[config.mk]
export PLATFORM = sky130hd
export DESIGN_NAME = siso_layer_scheduler
export DESIGN_NICKNAME = d
export VERILOG_FILES = /design/src/rtl/siso_layer_scheduler.sv
export SDC_FILE = /design/constraint.sdc
export NUM_CORES = 1
export LEC_CHECK = 0
export CAP_MARGIN = 40
export CORE_ASPECT_RATIO = 1.2
export CORE_MARGIN = 1
export CORE_UTILIZATION = 36
export DETAILED_ROUTE_END_ITERATION = 12
export PLACE_DENSITY = 0.55
export SLEW_MARGIN = 20
export SYNTH_ARGS = -nofsm -noshare
export SYNTH_HDL_FRONTEND = slang
export SYNTH_SLANG_ARGS = --single-unit
[constraint.sdc]
create_clock -name clk -period 1.8 [get_ports clk]
set_input_delay 0.45 -clock clk [delete_from_list [all_inputs] [get_ports clk]]
set_output_delay 0.45 -clock clk [all_outputs]
set_load 0.05 [all_outputs]
[src/rtl/siso_layer_scheduler.sv]
// siso_layer_scheduler: read scheduler for a layered SISO LDPC row unit.
// Issues ADDRDEPTH row reads per layer, inserts an inter-layer gap, drains the
// write-back pipeline after the final layer and pulses done.
// Optional feature macro: SISO_SCHED_OVERLAP_EN (shortest safe inter-layer gap
// instead of a full WRLAT drain between layers).
module siso_layer_scheduler #(
  parameter int ADDRWIDTH = 5,
  parameter int ADDRDEPTH = 20,
  parameter int LAYERS    = 2,
  parameter int WRLAT     = 14,
  parameter int ITERBITS  = 5
) (
  input  logic                 clk,
  input  logic                 rst,
  input  logic                 start,
  input  logic [ITERBITS-1:0]  max_iter,
  input  logic                 halt,
  output logic                 rdlayer,
  output logic [ADDRWIDTH-1:0] rdaddress,
  output logic                 rden_LLR,
  output logic                 rden_E,
  output logic [ITERBITS-1:0]  iter_count,
  output logic                 busy,
  output logic                 done
);

`ifdef SISO_SCHED_OVERLAP_EN
  localparam int GAP_LEN = (WRLAT - ADDRDEPTH + 1 > 0) ? (WRLAT - ADDRDEPTH + 1) : 0;
`else
  localparam int GAP_LEN = WRLAT;
`endif

  localparam int CW = (WRLAT < 1) ? 1 : $clog2(WRLAT + 1);
  localparam logic [CW-1:0]        GAP_INIT   = (GAP_LEN > 0) ? CW'(GAP_LEN - 1) : '0;
  localparam logic [CW-1:0]        DRAIN_INIT = CW'(WRLAT - 1);
  localparam logic [ADDRWIDTH-1:0] LAST_ADDR  = ADDRWIDTH'(ADDRDEPTH - 1);
  localparam logic                 LAST_LAYER = 1'(LAYERS - 1);

  typedef enum logic [2:0] {S_IDLE, S_RUN, S_GAP, S_DRAIN, S_DONE} state_t;

  state_t               state, state_n;
  logic [CW-1:0]        cnt, cnt_n;
  logic [ITERBITS-1:0]  last_iter, last_iter_n;
  logic                 halt_seen, halt_seen_n;
  logic                 layer_n, llr_n, e_n, busy_n, done_n;
  logic [ADDRWIDTH-1:0] addr_n;
  logic [ITERBITS-1:0]  iter_n;
  logic                 advance;

  // State and registered outputs.
  always_ff @(posedge clk) begin
    if (rst) begin
      state      <= S_IDLE;
      cnt        <= '0;
      last_iter  <= '0;
      halt_seen  <= 1'b0;
      rdlayer    <= 1'b0;
      rdaddress  <= '0;
      rden_LLR   <= 1'b0;
      rden_E     <= 1'b0;
      iter_count <= '0;
      busy       <= 1'b0;
      done       <= 1'b0;
    end else begin
      state      <= state_n;
      cnt        <= cnt_n;
      last_iter  <= last_iter_n;
      halt_seen  <= halt_seen_n;
      rdlayer    <= layer_n;
      rdaddress  <= addr_n;
      rden_LLR   <= llr_n;
      rden_E     <= e_n;
      iter_count <= iter_n;
      busy       <= busy_n;
      done       <= done_n;
    end
  end

  // Next-state and next-output decode; layer advance is shared by RUN (zero
  // gap) and GAP expiry, so it is applied once after the case.
  always_comb begin
    state_n     = state;
    cnt_n       = cnt;
    last_iter_n = last_iter;
    halt_seen_n = halt_seen;
    layer_n     = rdlayer;
    addr_n      = rdaddress;
    iter_n      = iter_count;
    llr_n       = 1'b0;
    e_n         = 1'b0;
    busy_n      = 1'b0;
    done_n      = 1'b0;
    advance     = 1'b0;

    case (state)
      S_IDLE: begin
        if (start) begin
          state_n     = S_RUN;
          last_iter_n = (max_iter == '0) ? '0 : max_iter - ITERBITS'(1);
          halt_seen_n = 1'b0;
          layer_n     = 1'b0;
          addr_n      = '0;
          iter_n      = '0;
          cnt_n       = '0;
          llr_n       = 1'b1;
          busy_n      = 1'b1;
        end
      end
      S_RUN: begin
        busy_n = 1'b1;
        if (halt) halt_seen_n = 1'b1;
        if (rdaddress != LAST_ADDR) begin
          addr_n = rdaddress + ADDRWIDTH'(1);
          llr_n  = 1'b1;
          e_n    = (iter_count != '0);
        end else if (halt || halt_seen ||
                     ((rdlayer == LAST_LAYER) && (iter_count == last_iter))) begin
          state_n = S_DRAIN;
          cnt_n   = DRAIN_INIT;
        end else if (GAP_LEN == 0) begin
          advance = 1'b1;
        end else begin
          state_n = S_GAP;
          cnt_n   = GAP_INIT;
        end
      end
      S_GAP: begin
        busy_n = 1'b1;
        if (halt) halt_seen_n = 1'b1;
        if (cnt == '0) advance = 1'b1;
        else           cnt_n   = cnt - CW'(1);
      end
      S_DRAIN: begin
        if (cnt == '0) begin
          state_n = S_DONE;
          done_n  = 1'b1;
        end else begin
          cnt_n  = cnt - CW'(1);
          busy_n = 1'b1;
        end
      end
      S_DONE: begin
        state_n = S_IDLE;
      end
      default: state_n = S_IDLE;
    endcase

    if (advance) begin
      state_n = S_RUN;
      addr_n  = '0;
      if (rdlayer == LAST_LAYER) begin
        layer_n = 1'b0;
        iter_n  = iter_count + ITERBITS'(1);
      end else begin
        layer_n = 1'b1;
      end
      llr_n  = 1'b1;
      e_n    = (iter_n != '0);
      busy_n = 1'b1;
    end
  end

endmodule

==> results.cfg <==
[outcome]
status = finished, final reports clean

[grt]
grt_pass1_wl_mm = 6.86
grt_usage_pct = 18.8
grt_max_degree = 16
overflow = 0
grt_pass1_vias = 1504
antenna_found_initial = 0

[worst_hold_path]
hold_path_end = last_iter[4]
hp-class = flip-flop to flip-flop
whs_path_depth = 2
hp-start = last_iter[4]

[floorplanning]
die_y_um = 74.4
fp.dieW_um = 62.3
core_area_um2 = 4070
start_util_pct = 38.7
rows = 25
die_area_um2 = 4640
ios = 24

[sta]
setup_ws_ns = 0.0540
period_share_pct = 97.0
maxSlewViolCount = 0
slew_headroom_pct = 73.6
setup_viol = 0
finClkSkew_ns = 0.00531
fin_crit_ns = 1.75
finalHoldViolCount = 0
fmax_mhz = 573
rsz0062_at_grt = true
worst_pin_slew_ns = 0.395

[synth]
synth.distinct_cells = 45
netlist_area_um2 = 1570
synth-edff-count = 0
syn_avg_cell_area_um2 = 8.23
synth_cells = 191
synth-seq-cells = 28
syn_nets = 206
async_reset_ff_share_pct = 0
seq_area_frac_synth_pct = 35.6
ys_warn_count = 0
ys.flop_type = dfxtp_1

[clock_network]
cts_tree = done
clk_path_buf_depth = 2
htreeDepth = 1
clkSlewWorstSetupHoldPaths_ns = 0.10
clock_sinks = 28
clk_latency_ns = 0.28
cts_root_buf = clkbuf_8
postCtsHoldBufs = 0
numCtsBuffers = 3

[final_layout]
diodes = 0
final_cell_mix = buf_4 (44), dfxtp_1 (20), nand3_1 (13), nor2_1 (13), a21oi_1 (12)
syn_to_final_growth_pct = 42.6
mostFrequentLayoutCell = buf_4
drive_above_1_share_pct = 35.7
nNetsFinal = 254

[drt]
drt_iter0_drc = 140
totalWireLength_mm = 4.18
firstDrtPassIters = 4
wl_per_cell_um = 14.3
drc = 0
vias_per_cell = 5.30
drtAntennaViolNets = 0
vias = 1547

[worst_setup_path]
r2r_slack_ns = 0.05
cp_slowest_cell = or4b_4
crit_path_end_kind = flip-flop
crit_type = flip-flop to flip-flop
worstSetupStartpointType = flip-flop
crit_buf_inv = 0
worstPathMaxFanout = 8
crit_path_max_incr_delay_ns = 0.55
arrival_ns = 1.96
path_cells = or4b_4 -> o21a_4 -> or4_4 -> a21oi_2
reg2reg_from = state[1]
r2r-end = rdaddress[4]
worstRegToRegCells = 4
cp_top_family = simple AND/OR/NAND/NOR gates
required_ns = 2.01

[pwr]
p_leak_uw = 0.000896
ir_drop_mv = 0.356
cellPowerDensity_nw_per_um2 = 614
power_uw = 1380

[place]
io_buffers = 23
pre_cts_ws_ns = -0.396
dp_hpwl_mm = 3.04
gp_congestion = 0.826

[run]
drv_cap = 0
==> per-stage QoR <==
step	area (um^2)	std cells	hold WS, ns	utilization, %	TNS, ns
after global routing	2240	292	0.499	55.2	-0.0659
after global placement	2100	287	0.455	51.6	-4.33
after CTS	2160	292	0.475	53.1	0
after floorplan	1600	191	0.444	-	0
after detailed placement	2100	287	0.461	51.6	-4.51
final	2240	292	0.467	55.2	0
==> area by class of cell <==
class,count,area (um^2)
fillers,388,1820
multi-input cells,138,1000
flip-flops and latches,28,578
repair buffers,57,512
well taps,54,67.6
clock buffers,3,41.3
inverters,11,41.3
clock inverters,1,3.75
==> sequential cells by signal (all words and copies together), names as in the netlist <==
name / count
iter_count: 5
last_iter: 5
rdaddress: 5
cnt: 4
state: 3
busy: 1
done: 1
halt_seen: 1
rden_E: 1
rden_LLR: 1
rdlayer: 1
==> synth_stat cells (2+ instances only) <==
| cell | count | area share (%) |
|---|---|---|
| a211oi_1 | 4 | 1.9 |
| xnor2_1 | 2 | 1.1 |
| or3_1 | 2 | 0.80 |
| nor4_1 | 2 | 0.80 |
| a21oi_1 | 14 | 4.5 |
| nor2_1 | 13 | 3.1 |
| nand3_1 | 14 | 4.5 |
| a311oi_1 | 2 | 1.1 |
| a31oi_1 | 8 | 3.2 |
| nor3_1 | 10 | 3.2 |
| nand2_1 | 11 | 2.6 |
| mux2_2 | 2 | 1.4 |
| xor2_1 | 8 | 4.5 |
| nor3b_1 | 2 | 0.95 |
| or3b_2 | 2 | 1.1 |
| clkbuf_1 | 10 | 2.4 |
| dfxtp_1 | 28 | 36 |
| a22oi_1 | 3 | 1.4 |
| mux2i_1 | 2 | 1.3 |
| o31ai_1 | 5 | 2.4 |
| o21ai_0 | 5 | 1.6 |
| ha_1 | 6 | 4.8 |
| nand2b_1 | 2 | 0.80 |
| buf_6 | 2 | 1.4 |
| inv_1 | 11 | 2.6 |
| a21o_1 | 2 | 0.95 |
==> how the worst max path moves through the flow <==
| stage | startpoint | end | depth (start not counted) | slack, ns |
|---|---|---|---|---|
| 2_1_floorplan | start | rdaddress[4] | 5 | 0.003 |
| 3_5_place_dp | start | rdaddress[4] | 5 | -0.40 |
| 6_report | state[1] | rdaddress[4] | 4 | 0.05 |
| 5_1_grt | rdaddress[0] | cnt[3] | 7 | -0.03 |
| 3_3_place_gp | start | rdaddress[4] | 5 | -0.40 |
| 4_1_cts | state[1] | rdaddress[4] | 4 | 0.006 |
==> power by group <==
group / internal (uW) / total, uW / switching (uW)
logic: 178 / 356 / 179
registers: 644 / 667 / 23.5
clock network: 153 / 353 / 199
total: 975 / 1380 / 402
==> routing by layer <==
layer	routed length, um	part of all wire, %	global-route usage, %
met1	1890	45	21.6
met2	2160	52	36.0
met3	83	2.0	1.84
met4	46	1.1	7.49
met5	0	0	0
==> worst min-delay path, cell delays in order (launching register included) <==
cell	delay (ns)
dfxtp_1	0.33
nand2_1	0.05
a21oi_1	0.05
==> cells by family (layout without fill, tap and decap cells) <==
family | Yosys count | in the layout | share of synthesized area, %
and+or+nand+nor | 67 | 67 | 22.5
muxes | 4 | 4 | 2.70
DFF | 28 | 28 | 35.6
buffers and inverters | 25 | 72 | 7.00
xor gates and xnor gates | 10 | 10 | 5.57
AOI/OAI and AO/OA | 51 | 51 | 21.8
adders and majority gates | 6 | 6 | 4.77
==> repair_timing <==
item	4_1_cts	5_1_grt
pin swaps	4	3
setup endpoints to repair	10	14
resized for setup	4	23
setup buffers	1	0
Note: power is estimated with default switching activity, not from simulation.
